$ cat src/rtl/ifetch_unit.sv
// Instruction-fetch front end: owns the PC, keeps one imem request in flight, buffers responses for decode.
// Optional macro IFETCH_BYPASS_EN forwards a response straight to decode when the buffer is empty.
module ifetch_unit #(
  parameter logic [31:0] RESET_PC = 32'h1eceb000,
  parameter int          DEPTH    = 2
) (
  input  logic        clk,
  input  logic        rst,
  input  logic        go,
  input  logic        redirect_valid,
  input  logic [31:0] redirect_pc,
  output logic [31:0] imem_addr,
  output logic [3:0]  imem_rmask,
  input  logic [31:0] imem_rdata,
  input  logic        imem_resp,
  output logic        imem_need,
  output logic        if_valid,
  output logic [31:0] if_pc,
  output logic [31:0] if_inst,
  output logic [31:0] if_pc_next
);

  localparam int PW = $clog2(DEPTH);
  localparam int CW = PW + 1;
  localparam logic [CW-1:0] DEPTH_C = CW'(DEPTH);

  typedef enum logic [1:0] {
    ST_ISSUE   = 2'd0,
    ST_WAIT    = 2'd1,
    ST_DISCARD = 2'd2
  } state_t;

  state_t        state_q, state_d;
  logic [31:0]   fetch_pc_q, fetch_pc_d;
  logic [31:0]   req_pc_q, req_pc_d;
  logic [CW-1:0] count_q, count_d;
  logic [PW-1:0] rd_ptr_q, rd_ptr_d;
  logic [PW-1:0] wr_ptr_q, wr_ptr_d;
  logic [31:0]   buf_pc_q   [DEPTH];
  logic [31:0]   buf_inst_q [DEPTH];

  logic          pending;
  logic          issue;
  logic          resp_hit;
  logic          bypass;
  logic          head_valid;
  logic          push;
  logic          buf_pop;
  logic [31:0]   redirect_pc_al;
  logic          unused_redirect_lsb;

  assign redirect_pc_al      = {redirect_pc[31:2], 2'b00};
  assign unused_redirect_lsb = ^redirect_pc[1:0];

  always_comb begin
    pending  = (state_q != ST_ISSUE);
    // Issue is gated by occupancy plus in-flight request so the buffer can never overflow.
    issue    = rst && (state_q == ST_ISSUE) && ((count_q + CW'(pending)) < DEPTH_C);
    resp_hit = (state_q == ST_WAIT) && imem_resp;
`ifdef IFETCH_BYPASS_EN
    bypass   = resp_hit && !redirect_valid && (count_q == '0);
`else
    bypass   = 1'b0;
`endif
    head_valid = (count_q != '0) || bypass;
    buf_pop    = go && (count_q != '0) && !redirect_valid;
    push       = resp_hit && !redirect_valid && !(bypass && go);

    state_d    = state_q;
    fetch_pc_d = fetch_pc_q;
    req_pc_d   = req_pc_q;
    rd_ptr_d   = rd_ptr_q;
    wr_ptr_d   = wr_ptr_q;

    case (state_q)
      ST_ISSUE: begin
        if (issue) begin
          state_d    = ST_WAIT;
          req_pc_d   = fetch_pc_q;
          fetch_pc_d = fetch_pc_q + 32'd4;
        end
      end
      ST_WAIT:    if (imem_resp) state_d = ST_ISSUE;
      ST_DISCARD: if (imem_resp) state_d = ST_ISSUE;
      default:    state_d = ST_ISSUE;
    endcase

    if (push)    wr_ptr_d = wr_ptr_q + PW'(1);
    if (buf_pop) rd_ptr_d = rd_ptr_q + PW'(1);
    count_d = count_q + CW'(push) - CW'(buf_pop);

    // A redirect flushes everything; a request still in flight becomes stale and its response is dropped.
    if (redirect_valid) begin
      fetch_pc_d = redirect_pc_al;
      count_d    = '0;
      rd_ptr_d   = '0;
      wr_ptr_d   = '0;
      if (issue || ((state_q != ST_ISSUE) && !imem_resp)) state_d = ST_DISCARD;
    end
  end

  always_ff @(posedge clk) begin
    if (!rst) begin
      state_q    <= ST_ISSUE;
      fetch_pc_q <= RESET_PC;
      req_pc_q   <= '0;
      count_q    <= '0;
      rd_ptr_q   <= '0;
      wr_ptr_q   <= '0;
    end else begin
      state_q    <= state_d;
      fetch_pc_q <= fetch_pc_d;
      req_pc_q   <= req_pc_d;
      count_q    <= count_d;
      rd_ptr_q   <= rd_ptr_d;
      wr_ptr_q   <= wr_ptr_d;
    end
  end

  always_ff @(posedge clk) begin
    if (rst && push) begin
      buf_pc_q[wr_ptr_q]   <= req_pc_q;
      buf_inst_q[wr_ptr_q] <= imem_rdata;
    end
  end

  always_comb begin
    imem_rmask = issue ? 4'hF : 4'h0;
    imem_addr  = issue ? fetch_pc_q : 32'h0;
    imem_need  = rst && (issue || pending);
    if_valid   = rst && head_valid;
    if_pc      = 32'h0;
    if_inst    = 32'h0;
    if (rst && bypass) begin
      if_pc   = req_pc_q;
      if_inst = imem_rdata;
    end else if (rst && (count_q != '0)) begin
      if_pc   = buf_pc_q[rd_ptr_q];
      if_inst = buf_inst_q[rd_ptr_q];
    end
    if_pc_next = if_valid ? (if_pc + 32'd4) : 32'h0;
  end

endmodule

$ cat config.mk
export PLATFORM = sky130hd
export DESIGN_NAME = ifetch_unit
export DESIGN_NICKNAME = d
export VERILOG_FILES = /design/src/rtl/ifetch_unit.sv
export SDC_FILE = /design/constraint.sdc
export NUM_CORES = 1
export LEC_CHECK = 0
export ABC_AREA = 1
export CAP_MARGIN = 20
export CORE_ASPECT_RATIO = 0.8
export CORE_UTILIZATION = 47
export CTS_CLUSTER_DIAMETER = 30
export DETAILED_ROUTE_END_ITERATION = 8
export PLACE_DENSITY = 0.75
export SLEW_MARGIN = 15
export SYNTH_ARGS = -nofsm -noshare
export SYNTH_HDL_FRONTEND = slang
export SYNTH_SLANG_ARGS = --single-unit
$ cat constraint.sdc
create_clock -name clk -period 6.3 [get_ports clk]
set_input_delay 1.26 -clock clk [delete_from_list [all_inputs] [get_ports clk]]
set_output_delay 1.26 -clock clk [all_outputs]
set_load 0.1 [all_outputs]
==> results of run 1 <==
-- critical path: cells and delay by family --
family / cells / cell delay, ps
buffers and inverters: 4 / 1510
AND/OR/NAND/NOR: 5 / 990
XOR/XNOR: 1 / 250
-- flip-flops by register name, summed over array words and instances (netlist names), named ones only --
register and count:
state_q 2, count_q 2, fetch_pc_q 30, req_pc_q 30, buf_pc_q 60, rd_ptr_q 1, buf_inst_q 64, wr_ptr_q 1
-- where the power goes --
group          switching [uW]  internal [uW]  total [uW]
sequential               39.4           1380        1420
combinational             341            129         470
clock                     451            615        1070
-- worst paths after layout --
| check | start | to | slack, ps | depth (start not counted) |
|---|---|---|---|---|
| min reg2reg | req_pc_q[23]$_SDFFE_PN0P_ | buf_pc_q[0][23]$_DFFE_PP_ | 460 | 0 |
| max | rst | if_pc_next[17] | 930 | 10 |
| min | req_pc_q[23]$_SDFFE_PN0P_ | buf_pc_q[0][23]$_DFFE_PP_ | 460 | 0 |
| max reg2reg | state_q[0]$_SDFF_PN0_ | fetch_pc_q[21]$_SDFFE_PN0P_ | 3300 | 8 |
-- logic make-up after synthesis --
family	count (synthesis)	share of synthesized area (%)
compound gates	112	7.51
fa+ha+maj	7	0.913
buf+inv	207	9.29
other cells	1	0.0391
simple gates	637	27.4
xor+xnor	23	2.10
flops	191	52.8
-- layer usage --
metal / global-route usage, % / wire length [um] / up-vias
li1: - / - / 4074
met1: 34.3 / 11800 / 3801
met2: 39.3 / 11700 / 309
met3: 4.70 / 1660 / 22
met4: 5.38 / 282 / 0
met5: 0 / 0 / -
-- stage by stage --
stage / worst slack (ps) / std cells
3_3_place_gp: 1010 / 1595
2_1_floorplan: -168 / 1183
6_report: 929 / 1627
3_5_place_dp: 980 / 1595
5_1_grt: 744 / 1627
4_1_cts: 978 / 1627
-- final cells by class --
cell class	count	area share (%)
repair buffers	201	21.7
flip-flops and latches	191	38.7
inverters	154	4.47
clock inverters	8	0.573
well taps	264	2.52
multi-input cells	785	28.1
clock buffers	24	3.94
-- placed cells by master, fill, tap and decap left out, types with 4 or more instances in the layout --
cell type / n
buf_12: 93
nor2_1: 127
conb_1: 6
nand3_1: 56
nand3_2: 10
clkdlybuf4s50_1: 66
xor2_1: 21
a21oi_1: 33
nand4_1: 4
a31o_2: 30
a31oi_1: 5
o21ai_0: 26
ha_1: 7
nand2_1: 416
buf_4: 42
clkbuf_16: 19
edfxtp_1: 124
inv_1: 149
o211ai_1: 7
nor2_2: 13
dfxtp_1: 66
==> results.yml, run 1 <==
critical_path:
  cp_cell_sequence: "clkdlybuf4s50_1 > inv_4 > nor2_8 > buf_4 > nand3_1 > nor2_1 > nand2_1 > nor2_1 > xor2_1 > buf_12"
  worstPathArrival_ps: 4110
  path_class: "in2out"
  start_kind: "input port"
  crit_top_cell: "nor2_1"
  slowest_delay_ps: 700
  slowest_stage: "buf_4"
  required_ps: 5040
  crit_fanout: 88
  cp-end-kind: "output pin"
clock_network:
  cts-resized-gates: 0
  cts_htree_levels: 4
  clk_latency_ps: 430
  post_cts_buffers: 0
  cts_tree: "done"
  cts_root_buf: "clkbuf_16"
  clk_path_buf_depth: 2
  cts_hold_buf: 0
  cts_made_buffers: 17
  cts.clk_slew.worst_paths_ps: 70
  cts_sinks: 191
routing:
  avgRoutedWirePerCell_um: 15.6
  routed_wl_um: 25500
  drc: 0
  drtPass1Iterations: 5
  drt_iter0_markers: 539
  vias: 8206
  ant_nets: 0
  viasPerCell: 5.04
logic_synthesis:
  synth-edff-count: 124
  yosysMostFrequentCell: "nand2_1"
  synth_top_cell_area_share_pct: 38.8
  ys_seq_area_share_pct: 52.8
  netlist_area_sq_um: 9590
  async_flop_share_pct: 0
  yosys.area.top_type: "edfxtp_1"
  synth.area.top_cells: "edfxtp_1, nand2_1, dfxtp_1"
  yosys_warnings: 0
  syn_area_per_cell_sq_um: 8.14
  synth_common_cells: "nand2_1, inv_1, nor2_1, edfxtp_1, dfxtp_1"
  ys_seq_elements: 191
  ys.flop_type: "edfxtp_1"
  synth_cell_types: 42
  syn_inst: 1178
sta:
  hold_slack_ps: 455
  rsz0062_at_grt: "no"
  fin_skew_ps: 12.4
  setup_viol: 0
  min_period_over_period_pct: 85.3
  hold_violations: 0
  fin_crit_ps: 5370
  max_freq_ghz: 0.186
  slew_viol_final: 0
  maxSlewHeadroom_pct: 29.8
  setup_tns_ps: 0
  tightest_slew_ps: 1050
placed_design:
  place_area_sq_um: 12500
  gp_routability_congestion: 0.939
  hpwl_um: 18700
  io_buffer_count: 194
floorplan:
  die-area_sq_um: 21000
  initial_utilization_pct: 48.2
  core_sq_um: 19900
  boundaryPins: 203
  row_count: 46
  die_w_um: 162
  die_h_um: 130
power_and_ir_drop:
  power_density_nw_per_um2: 226
  total_power_uw: 2960
  irDropWorstVdd_v: 0.000199
  p_leak_uw: 0.00575
finish:
  multi_input_area_sq_um: 3690
  regArea_sq_um: 5070
  drive_gt1_share_pct: 17.2
  area_delta_synth_final_pct: 36.5
  fin_area_sq_um: 13100
  final_core_util_pct: 65.8
  nets: 1426
  diodes: 0
  nFillCells: 1594
run_status:
  outcome: "complete, no violations"
grt:
  grt_pass1_vias: 7484
  grt_pass1_wl_um: 39700
  grt_max_degree: 89
  grt_overflow: 0
  antenna_found_initial: 0
  grt_usage_pct: 24.4
run:
  drv_cap: 0
min_path:
  holdCritPathClass: "reg2reg"
No activity file was read; power rests on OpenSTA's default activity.
==> run 2, diff against run 1 <==
Settings changed: CAP_MARGIN 20 to 25, RECOVER_POWER from default to 25.
==> run 2 against run 1 <==
Sequential share of layout area about the same. Clock skew up 0.51 ps. Non-clock buffer count up 1. Critical path type unchanged. Utilization up 0.075 points. Setup slack worse by 9.2 ps. Sequential power about the same. Critical path depth unchanged. Via count up 0.94%. First-iteration DRC count up 15%. Total power about the same. Clock-buffer cell count unchanged.
==> results.yml, run 2 (synthesized netlist as in run 1, its figures left out) <==
run_status:
  outcome: "complete, no violations"
finish:
  largest-register: "buf_inst_q"
  nets: 1427
  diodes: 0
  drive_gt1_share_pct: 17.2
  mostFrequentLayoutCells: "nand2_1, inv_1, nor2_1, edfxtp_1, buf_12"
  fin_area_sq_um: 13100
  final_core_util_pct: 65.8
  largest_reg_flops: 64
  reg_top3: "buf_inst_q x64, buf_pc_q x60"
  layout_commonest_cell: "nand2_1"
  area_delta_synth_final_pct: 36.7
routing:
  drt_iter0_markers: 621
  avgRoutedWirePerCell_um: 15.7
  viasPerCell: 5.09
  drtPass1Iterations: 5
  ant_nets: 0
  drc: 0
  routed_wl_um: 25500
  vias: 8283
floorplan:
  die_h_um: 130
  initial_utilization_pct: 48.2
  boundaryPins: 203
  die-area_sq_um: 21000
  core_sq_um: 19900
  row_count: 46
  die_w_um: 162
sta:
  max_freq_ghz: 0.186
  fin_crit_ps: 5380
  rsz0062_at_grt: "no"
  maxSlewHeadroom_pct: 34.3
  fin_skew_ps: 12.9
  setup_tns_ps: 0
  tightest_slew_ps: 986
  hold_slack_ps: 456
  hold_violations: 0
  min_period_over_period_pct: 85.4
  slew_viol_final: 0
  setup_viol: 0
grt:
  grt_usage_pct: 24.4
  antenna_found_initial: 0
  grt_max_degree: 89
  grt_pass1_vias: 7484
  grt_overflow: 0
  grt_pass1_wl_um: 39700
clock_network:
  cts_sinks: 191
  cts_hold_buf: 0
  cts-resized-gates: 0
  cts_htree_levels: 4
  post_cts_buffers: 0
  clk_latency_ps: 430
  clk_path_buf_depth: 2
  cts_made_buffers: 17
  cts.clk_slew.worst_paths_ps: 70
  cts_root_buf: "clkbuf_16"
  cts_tree: "done"
power_and_ir_drop:
  p_int_uw: 2130
  p_switching_uw: 832
  netSwitchingFraction_pct: 28.1
  pwr-share-seq_pct: 48.1
  p_comb_share_pct: 15.9
  irDropWorstVdd_v: 0.000199
  p_leak_uw: 0.00577
  clockPowerShare_pct: 36.0
  total_power_uw: 2960
  power_density_nw_per_um2: 226
critical_path:
  slowest_stage: "buf_4"
  crit_end: "if_pc_next[17]"
  rr_worst_depth: 8
  start_kind: "input port"
  r2r-end: "fetch_pc_q[21]$_SDFFE_PN0P_"
  cp-end-kind: "output pin"
  crit_fanout: 88
  worstPathArrival_ps: 4120
  worstSetupStartpoint: "rst"
  required_ps: 5040
  cp_cell_sequence: "clkdlybuf4s50_1 > inv_4 > nor2_8 > buf_4 > nand3_1 > nor2_1 > nand2_1 > nor2_1 > xor2_1 > buf_12"
  crit_top_cell: "nor2_1"
  path_class: "in2out"
  rrSetupSlack_ps: 3310
  worstReg2RegStart: "state_q[0]$_SDFF_PN0_"
  slowest_delay_ps: 700
placed_design:
  io_buffer_count: 194
  gp_routability_congestion: 0.939
  place_area_sq_um: 12500
  hpwl_um: 18700
run:
  drv_cap: 0
min_path:
  holdCritPathClass: "reg2reg"
run 2: cell types whose count changed in the layout (fill, tap and decap cells not counted), sizes merged:
cell / before / now
clkdlybuf4s50: 66 / 41
buf: 135 / 136
dlygate4sd3: 0 / 25
run 2: cell type report:
class                   instances  area, sq um
clock buffers                  24          515
fillers                      1590         6800
well taps                     264          330
clock inverters                 8         75.1
inverters                     154          586
multi-input cells             785         3690
flip-flops and latches        191         5070
repair buffers                202         2850
run 2: worst min path at each step:
stage,from,end,slack (ps),depth (start not counted)
global route,req_pc_q[23]$_SDFFE_PN0P_,buf_pc_q[1][23]$_DFFE_PP_,460,0
global placement,req_pc_q[7]$_SDFFE_PN0P_,buf_pc_q[1][7]$_DFFE_PP_,430,0
floorplan,req_pc_q[10]$_SDFFE_PN0P_,buf_pc_q[0][10]$_DFFE_PP_,430,0
detailed placement,req_pc_q[23]$_SDFFE_PN0P_,buf_pc_q[0][23]$_DFFE_PP_,440,0
CTS,req_pc_q[23]$_SDFFE_PN0P_,buf_pc_q[0][23]$_DFFE_PP_,450,0
finish,req_pc_q[23]$_SDFFE_PN0P_,buf_pc_q[0][23]$_DFFE_PP_,460,0
run 2: worst max-delay path, delay by kind of cell:
family | cells | cell delay [ps]
buffers and inverters | 4 | 1500
AND/OR/NAND/NOR | 5 | 1000
XOR/XNOR | 1 | 250
run 2: per-stage QoR:
step,setup WS [ps],instances
after floorplan,-168,1183
after global placement,1010,1595
after detailed placement,980,1595
after CTS,978,1627
after global routing,744,1628
final,920,1628
run 2: per-layer routing:
metal	share of wire, %	vias up	global-route usage (%)
li1	-	4079	-
met1	46	3864	34.3
met2	46	319	39.3
met3	6.4	21	4.70
met4	1.1	0	5.38
met5	0	-	0
run 2: power by group through the flow:
stage                     clock (uW)  combinational (uW)  sequential (uW)
after global placement             0                 459             1450
after global routing            1130                 498             1430
final                           1070                 472             1420
after floorplan                    0                 344             1440
after CTS                       1080                 468             1420
after detailed placement           0                 466             1450
